$ cat src/rtl/chan_dump_ctrl.sv
// Dumps one capture channel RAM (CH1..CH5) through UART_tx, oldest sample first.
// Optional header byte {5'b10100,chan} ahead of the data when DUMP_HDR_EN is defined.
module chan_dump_ctrl #(
  parameter int ENTRIES = 384,
  parameter int LOG2    = 9
) (
  input  logic            clk,
  input  logic            rst_n,
  input  logic            dump_req,
  input  logic [2:0]      dump_chan,
  input  logic [LOG2-1:0] trace_end,
  output logic            ram_en,
  output logic [LOG2-1:0] ram_addr,
  input  logic [39:0]     ram_rdata,
  output logic [7:0]      tx_data,
  output logic            trmt,
  input  logic            tx_done,
  output logic            dump_busy,
  output logic            dump_done,
  output logic            bad_chan
);

  localparam logic [LOG2-1:0] LAST = LOG2'(ENTRIES - 1);

  typedef enum logic [2:0] {
    IDLE,
`ifdef DUMP_HDR_EN
    HDR,
    HDR_WAIT,
`endif
    RD,
    LAT,
    WAIT_TX,
    DONE
  } state_t;

  state_t          state_q, state_d;
  logic [2:0]      chan_q, chan_d;
  logic [LOG2-1:0] addr_q, addr_d;
  logic [LOG2-1:0] cnt_q, cnt_d;
  logic [7:0]      tx_data_q, tx_data_d;
  logic            bad_chan_q, bad_chan_d;
  logic            chan_ok;
  logic [7:0]      sel_byte;

  assign chan_ok = (dump_chan != 3'd0) && (dump_chan <= 3'd5);

  always_comb begin
    case (chan_q)
      3'd1:    sel_byte = ram_rdata[7:0];
      3'd2:    sel_byte = ram_rdata[15:8];
      3'd3:    sel_byte = ram_rdata[23:16];
      3'd4:    sel_byte = ram_rdata[31:24];
      3'd5:    sel_byte = ram_rdata[39:32];
      default: sel_byte = 8'h00;
    endcase
  end

  always_comb begin
    state_d    = state_q;
    chan_d     = chan_q;
    addr_d     = addr_q;
    cnt_d      = cnt_q;
    tx_data_d  = tx_data_q;
    bad_chan_d = 1'b0;
    tx_data    = tx_data_q;
    trmt       = 1'b0;
    ram_en     = 1'b0;
    dump_busy  = 1'b0;
    dump_done  = 1'b0;

    case (state_q)
      IDLE: begin
        if (dump_req) begin
          if (chan_ok) begin
            chan_d = dump_chan;
            // Out-of-range start pointers restart from the bottom of the RAM.
            addr_d = (trace_end > LAST) ? '0 : trace_end;
            cnt_d  = '0;
`ifdef DUMP_HDR_EN
            state_d = HDR;
`else
            state_d = RD;
`endif
          end else begin
            bad_chan_d = 1'b1;
          end
        end
      end
`ifdef DUMP_HDR_EN
      HDR: begin
        dump_busy = 1'b1;
        trmt      = 1'b1;
        tx_data_d = {5'b10100, chan_q};
        tx_data   = tx_data_d;
        state_d   = HDR_WAIT;
      end
      HDR_WAIT: begin
        dump_busy = 1'b1;
        if (tx_done) state_d = RD;
      end
`endif
      RD: begin
        dump_busy = 1'b1;
        ram_en    = 1'b1;
        state_d   = LAT;
      end
      LAT: begin
        // RAM data arrives this cycle; present it alongside trmt and hold it after.
        dump_busy = 1'b1;
        trmt      = 1'b1;
        tx_data_d = sel_byte;
        tx_data   = sel_byte;
        state_d   = WAIT_TX;
      end
      WAIT_TX: begin
        dump_busy = 1'b1;
        if (tx_done) begin
          if (cnt_q == LAST) begin
            state_d = DONE;
          end else begin
            cnt_d   = cnt_q + 1'b1;
            addr_d  = (addr_q == LAST) ? '0 : addr_q + 1'b1;
            state_d = RD;
          end
        end
      end
      DONE: begin
        dump_done = 1'b1;
        state_d   = IDLE;
      end
      default: state_d = IDLE;
    endcase
  end

  always_ff @(posedge clk or negedge rst_n) begin
    if (!rst_n) begin
      state_q    <= IDLE;
      chan_q     <= '0;
      addr_q     <= '0;
      cnt_q      <= '0;
      tx_data_q  <= '0;
      bad_chan_q <= 1'b0;
    end else begin
      state_q    <= state_d;
      chan_q     <= chan_d;
      addr_q     <= addr_d;
      cnt_q      <= cnt_d;
      tx_data_q  <= tx_data_d;
      bad_chan_q <= bad_chan_d;
    end
  end

  assign ram_addr = addr_q;
  assign bad_chan = bad_chan_q;

endmodule

$ cat config.mk
export PLATFORM = sky130hd
export DESIGN_NAME = chan_dump_ctrl
export DESIGN_NICKNAME = d
export VERILOG_FILES = /design/src/rtl/chan_dump_ctrl.sv
export SDC_FILE = /design/constraint.sdc
export NUM_CORES = 1
export LEC_CHECK = 0
export CAP_MARGIN = 10
export CORE_MARGIN = 5
export CORE_UTILIZATION = 48
export CTS_BUF_LIST = sky130_fd_sc_hd__clkbuf_16
export DETAILED_ROUTE_END_ITERATION = 10
export GPL_TIMING_DRIVEN = 1
export PLACE_DENSITY = 0.86
export SYNTH_ARGS = -nofsm -noshare
export SYNTH_HDL_FRONTEND = slang
export SYNTH_SLANG_ARGS = --single-unit
$ cat constraint.sdc
create_clock -name clk -period 2.8 [get_ports clk]
set_clock_uncertainty 0.05 [all_clocks]
set_input_delay 0.28 -clock clk [delete_from_list [all_inputs] [get_ports clk]]
set_output_delay 0.28 -clock clk [all_outputs]
set_load 0.005 [all_outputs]
[Word level (Yosys, flattened, before mapping)]
Index checks and enable logic that the tools add are counted.
Storage, ports and cells
  logic and storage cells: 59
  flip-flop bits (word level): 33
  output and inout port bits: 22
  input port bits: 56
Cells by class
  add/subtract/negate cells: 2
  multiplexer cells: 26
  eq/ne operators: 15
  reductions and logical operators: 8
  order comparisons: 2
Operators with widths (number)
  $mux 9: 10
  $pmux 8 s5: 1
  $pmux 9 s2: 2
  $add 9x1->9 const B: 2
  $eq 9x9->1 const B: 2
  $eq 3x2->1 const B: 4
  $mux 3: 4
  $pmux 3 s4: 1
  $eq 3x3->1 const B: 3
  $gt 9x9->1 const B: 1
  $mux 8: 1
  $ne 2x2->1 const B: 4
  $mux 1: 7
  $eq 3x1->1 const B: 2
  $reduce_and 3->1: 2
  $reduce_and 5->1: 1
  $le 3x3->1 const B: 1
  $logic_not 3->1: 1
  $reduce_bool 3->1: 1
  $reduce_or 3->1: 1
  $reduce_bool 2->1: 1
  $logic_and 1x1->1: 1

[Logic depth before layout (Yosys ltp)]
Gate-level depths: netlist (run 1).
  depth in word-level cells: 5
  depth in mapped cells: 6
  mapped depth without buffers: 5

[Least setup slack after synthesis (run 1)]
OpenSTA, ideal clock, no wires.
  path type: register to output
  start point: register state_q[2]
  end point: output tx_data[0]
  buffers on the path: 2
  cell stages (with the launch flop): 6
  arrival time: 1.637 ns
  data required time: 2.470 ns
  setup slack: 0.833 ns
  cell sequence: dfrtp_1 buf_2 or3b_1 clkbuf_1 a211oi_2 a22o_1
On the way
  word-level cells in the longest chain between the ends: 2
Ends and longest elaborated chain
  start, declared: line 37  | state_t state_q, state_d;
  start signal, assigned: line 145  | state_q <= state_d;
  $eq 3x2->1: line 72  | case (state_q)
  $mux 8
  end, declared: line 15  | output logic [7:0] tx_data,
Every way passes these cells.

[Final worst setup path (run 1)]
  start point: register state_q[1]
  end point: output tx_data[7]
Same word-level chain as after synthesis.

==> qor.yml, run 1 <==
setup_path:
  crit_arrival_ns: 2.35
  path_class: "reg2out"
  rr_startpoint: "ram_addr[0]"
  startpoint_type: "register"
  ff2ff_path_depth: 5
  rr_endpoint: "ram_addr[0]"
  crit_required_ns: 2.47
  crit_path_end_kind: "primary output"
  path_max_fanout: 10
  r2r_slack_ns: 0.67
sta:
  tns_ns: 0
  setup_viol: 0
  timing.hold.ws_ns: 0.365
  hold_viol: 0
  period_minus_slack_ns: 2.68
  worst_pin_slew_ns: 0.664
  finalCritPeriodShare: 0.957
  rsz0062_at_grt: "no"
  slew-limit-headroom: 0.553
  drv_slew: 0
  fmax_mhz: 373
clocking:
  cts_hold_buf: 0
  insertion_delay_ns: 0.28
  htree_levels: 2
  cts_buffers: 5
  path_clk_slew_ns: 0.06
  cts_root_buf: "clkbuf_16"
  clock-sinks: 33
  clockBufferDepth: 2
  cts_tree: "done"
flow_run:
  maxCapViolCount: 0
power:
  p_per_area_nw_per_um2: 913
  p_leak_nw: 1.29
  p_total_mw: 2.80
  peakVddDrop_mv: 0.476
grt:
  antenna_found_initial: 0
  overflow: 0
  grt_pass1_vias: 1930
  grt_max_degree: 34
  grt_pass1_wl_um: 9430
  grt_usage: 0.222
synthesis:
  synthCells: 212
  synth_cell_types: 49
  synth_async_sr_flop_share: 1.00
  synthFlopType: "dfrtp_1"
  synth_edf_count: 0
  netlist_area_um2: 2070
  yosysSeqAreaShare: 0.399
  yosys_warnings: 0
  syn_avg_cell_area_um2: 9.76
  synth_nets: 270
  synth_seq_cells: 33
die:
  initial_utilization: 0.506
  die_area_um2: 5720
  num_rows: 23
  io_pins: 78
  die_h_um: 75.7
  core_um2: 4090
  die_w_um: 75.7
placed_design:
  gp_congestion: 0.843
  hpwl_um: 4730
  port_buffers: 77
outcome:
  outcome: "completed"
drt:
  vias_per_cell: 6.00
  drcViolationCount: 0
  drtIter0Drc: 111
  wl_per_cell_um: 18.5
  dr.pass1.iters: 4
  drt.antenna.violating_nets: 0
  drt-total-wl_um: 6310
  routed-via-count: 2045
finish:
  nets: 348
  drive_gt1_frac: 0.103
  syn2layout_area_growth_pct: 48.0
  n_antenna_cell: 0
worst_hold_path:
  hold_path.class: "in2async"
worst max-delay path, stage by stage, from the launching register on:
cell,delay [ns]
dfrtp_1,0.49
or3b_1,0.45
a211oi_4,0.37
a22o_1,0.23
clkdlybuf4s50_1,0.53
cells in the final DEF, fill, tap and decap left out, drive strengths merged, types with 2 or more instances in the layout:
master and n:
clkdlybuf4s50 77, o31a 2, nor3b 4, nor3 4, or3 2, and3 5, mux2 12, o2bb2ai 6
ha 2, mux2i 12, and3b 2, o22ai 13, nor2 8, clkbuf 5, a31oi 4, dfrtp 33
nand3b 2, nand4 2, inv 6, a22oi 8, buf 8, nand3 9, o21ai 3, a21oi 9
nand2 20, a2bb2oi 4, a22o 10
per-layer routing:
metal,vias up,share of wire,global-route usage
met4,0,0.012,0.0699
li1,978,-,-
met5,-,0,0
met2,90,0.47,0.377
met3,8,0.086,0.0488
met1,969,0.43,0.283
power by group:
part	switching [mW]	leakage [nW]	internal, mW
Combinational	0.606	0.777	0.725
Sequential	0.222	0.426	0.631
Clock	0.199	0.0826	0.413
Yosys cell counts, types with 2 or more instances:
cell type  instances  share of area
a21oi_1            8          0.019
a22o_1            10          0.042
a22oi_1            8          0.029
a2bb2oi_1          4          0.017
a31oi_1            4          0.012
and3_1             5          0.015
and3b_1            2         0.0085
buf_2              4         0.0097
buf_6              2          0.011
clkbuf_1           7          0.013
dfrtp_1           33           0.40
ha_1               2          0.012
inv_1              5         0.0091
mux2_2            10          0.054
mux2i_1           12          0.058
nand2_1           20          0.036
nand3_1            9          0.022
nand3b_1           2         0.0073
nand4_1            2         0.0060
nor2_1             8          0.015
nor3_1             4         0.0097
nor3b_1            4          0.015
o21ai_0            2         0.0048
o22ai_1           13          0.039
o2bb2ai_1          6          0.025
o31a_1             2         0.0085
or3_1              2         0.0060
how the worst max path moves through the flow:
stage	startpoint	endpoint	slack (ns)	cells past startpoint
after floorplan	state_q[2]	tx_data[0]	0.83	5
after global placement	state_q[1]	tx_data[7]	0.39	4
after detailed placement	state_q[1]	tx_data[7]	0.29	4
after CTS	state_q[1]	tx_data[7]	0.1	4
after global routing	state_q[1]	tx_data[7]	0.02	4
final	state_q[1]	tx_data[7]	0.12	4
state kept, by name, indices dropped and copies added (netlist names):
name and cells:
bad_chan 1, chan_q 3, cnt_q 9, ram_addr 9, state_q 3, tx_data_q 8
layout make-up:
cell class	instances	area, µm²
Inverter	5	18.8
Clock inverter	3	37.5
Clock buffer	5	125
Sequential cell	33	826
Tap cell	50	62.6
Timing Repair Buffer	85	831
Fill cell	298	1020
Multi-Input combinational cell	160	1160
logic make-up (layout without fill, tap and decap cells):
group,after synthesis,in the layout,share of synthesized area
mux,24,24,0.125
flops,33,33,0.399
simple gates,67,67,0.176
xor+xnor,1,1,0.00423
buf+inv,19,98,0.0441
fa+ha+maj,2,2,0.0121
compound gates,66,66,0.239
stage by stage:
stage | util | setup slack [ns] | std cells | cell area (µm²)
2_1_floorplan | - | 0.833 | 212 | 2070
3_3_place_gp | 0.707 | 0.390 | 333 | 2890
3_5_place_dp | 0.707 | 0.292 | 333 | 2890
4_1_cts | 0.749 | 0.0985 | 341 | 3060
5_1_grt | 0.750 | 0.0210 | 341 | 3060
6_report | 0.750 | 0.119 | 341 | 3060
timing repair:
item / CTS / global route
pin swaps: 0 / 1
setup endpoints to repair: 1 / 6
buffers inserted: 0 / 0
gates resized for setup: 1 / 1
cloned: 0 / 0
Power figures use the tool's default switching activity.
==> run 2, diff against run 1 <==
--- a/config.mk
+++ b/config.mk
@@ -6,7 +6,7 @@
 export NUM_CORES = 1
 export LEC_CHECK = 0
 export CAP_MARGIN = 10
-export CORE_MARGIN = 5
+export CORE_MARGIN = 4
 export CORE_UTILIZATION = 48
 export CTS_BUF_LIST = sky130_fd_sc_hd__clkbuf_16
 export DETAILED_ROUTE_END_ITERATION = 10
==> qor.yml, run 2 (synthesis gave the netlist of run 1 again) <==
outcome:
  outcome: "completed"  # unchanged
die:
  die_area_um2: 5430  # was 5720 µm²
  core_um2: 4090  # unchanged
  num_rows: 23  # unchanged
  die_h_um: 73.7  # was 75.7 µm
  io_pins: 78  # unchanged
  initial_utilization: 0.506  # unchanged
  die_w_um: 73.7  # was 75.7 µm
sta:
  slew-limit-headroom: 0.690  # was 0.553
  period_minus_slack_ns: 2.68  # about the same
  tns_ns: 0  # unchanged
  hold_viol: 0  # unchanged
  setup_viol: 0  # unchanged
  rsz0062_at_grt: "no"  # unchanged
  drv_slew: 0  # unchanged
  fmax_mhz: 373  # about the same
  finalCritPeriodShare: 0.957  # about the same
  worst_pin_slew_ns: 0.463  # was 0.664 ns
drt:
  vias_per_cell: 6.04  # was 6.00
  drt-total-wl_um: 6150  # was 6310 µm
  drt.antenna.violating_nets: 0  # unchanged
  routed-via-count: 2052  # was 2045
  drtIter0Drc: 111  # unchanged
  drcViolationCount: 0  # unchanged
  dr.pass1.iters: 4  # unchanged
  wl_per_cell_um: 18.1  # was 18.5 µm
finish:
  seq_area_um2: 826  # unchanged
  drive_gt1_frac: 0.100  # was 0.103
  nets: 347  # was 348
  fill_cells: 301  # was 298
  layout_commonest_cell: "clkdlybuf4s50_1"  # unchanged
  multiInputGateArea_um2: 1160  # unchanged
  fin_util: 0.748  # was 0.750
  layout_common_cells: "77 x clkdlybuf4s50_1, 33 x dfrtp_1, 20 x nand2_1"  # unchanged
  n_antenna_cell: 0  # unchanged
  syn2layout_area_growth_pct: 47.6  # was 48.0%
setup_path:
  crit_slowest_cell: "clkdlybuf4s50_1"  # unchanged
  crit_arrival_ns: 2.35  # about the same
  path_class: "reg2out"  # unchanged
  crit_chain: "buf_4, mux2_2, a22oi_1, o22ai_1, a22o_1, clkdlybuf4s50_1"  # was or3b_1, a211oi_4, a22o_1, clkdlybuf4s50_1
  crit_required_ns: 2.47  # about the same
  crit_path_end_kind: "primary output"  # unchanged
  path_max_fanout: 16  # was 10
  critPathMaxStageDelay_ns: 0.45  # was 0.53 ns
  startpoint_type: "register"  # unchanged
power:
  peakVddDrop_mv: 0.559  # was 0.476 mV
  p_leak_nw: 1.28  # was 1.29 nW
  p_per_area_nw_per_um2: 911  # was 913 nW/µm²
grt:
  grt_usage: 0.237  # was 0.222
  grt_max_degree: 34  # unchanged
  grt_pass1_wl_um: 9830  # was 9430 µm
  antenna_found_initial: 0  # unchanged
  overflow: 0  # unchanged
  grt_pass1_vias: 2028  # was 1930
placed_design:
  gp_congestion: 0.825  # was 0.843
  hpwl_um: 4610  # was 4730 µm
  port_buffers: 77  # unchanged
clocking:
  cts_buffers: 5  # unchanged
  clock-sinks: 33  # unchanged
  cts_hold_buf: 0  # unchanged
  cts_root_buf: "clkbuf_16"  # unchanged
  htree_levels: 2  # unchanged
  insertion_delay_ns: 0.28  # about the same
  path_clk_slew_ns: 0.05  # was 0.06 ns
  clockBufferDepth: 2  # unchanged
  cts_tree: "done"  # unchanged
  cts_setup_buffers: 0  # unchanged
flow_run:
  maxCapViolCount: 0  # unchanged
worst_hold_path:
  hold_path.class: "in2async"  # unchanged
-- run 2: cell count changes in the layout (fill, tap and decap cells not counted), sizes merged --
cell / before / now
buf: 8 / 7
-- run 2: critical path, delay by kind of cell (launching register included) --
| family | cells | cell delay [ns] |
|---|---|---|
| AOI/OAI and AO/OA | 3 | 0.59 |
| DFF | 1 | 0.39 |
| buffers and inverters | 2 | 0.73 |
| muxes | 1 | 0.37 |
-- run 2: path summary, 6_finish.rpt --
path | depth (start not counted) | slack (ns) | startpoint | to
min reg2reg | 1 | 0.46 | tx_data_q[7] | tx_data_q[7]
min in group clk | 1 | 0.46 | tx_data_q[7] | tx_data_q[7]
min | 2 | 0.36 | rst_n | bad_chan
max | 6 | 0.12 | chan_q[0] | tx_data[5]
max reg2reg | 5 | 0.74 | state_q[0] | cnt_q[8]
max in group asynchronous | 2 | 2.03 | rst_n | chan_q[0]
-- run 2: power breakdown --
group          switching [mW]  total [mW]  internal, mW
sequential              0.219       0.850         0.631
combinational           0.609        1.33         0.722
clock                   0.191       0.604         0.413
total                    1.02        2.78          1.77
-- run 2: through the flow --
stage | setup WS (ns) | cell area [µm²] | total power, mW | std cells | hold WS, ns
6_report | 0.121 | 3060 | 2.78 | 340 | 0.355
5_1_grt | 0.00743 | 3060 | 2.96 | 340 | 0.388
4_1_cts | 0.102 | 3050 | 2.79 | 340 | 0.367
3_5_place_dp | 0.308 | 2880 | 2.15 | 332 | 0.439
3_3_place_gp | 0.384 | 2880 | 2.11 | 332 | 0.441
2_1_floorplan | 0.833 | 2070 | 1.62 | 212 | -0.0656
-- run 2: timing repair --
item / in CTS / in global routing
pin swaps: 0 / 1
endpoints found under the setup margin: 1 / 2
gates resized for setup: 1 / 1
-- run 2: area by class of cell --
cell class | count | share of cell area
Clock buffer | 5 | 0.0410
Clock inverter | 3 | 0.0123
Inverter | 5 | 0.00614
Multi-Input combinational cell | 160 | 0.380
Sequential cell | 33 | 0.270
Tap cell | 50 | 0.0205
Timing Repair Buffer | 84 | 0.269
-- run 2: routing by layer --
layer / GRT usage / share of wire / wire (µm)
met1: 0.307 / 0.42 / 2580
met2: 0.383 / 0.48 / 2930
met3: 0.0479 / 0.079 / 487
met4: 0.0966 / 0.025 / 151
met5: 0 / 0 / 0
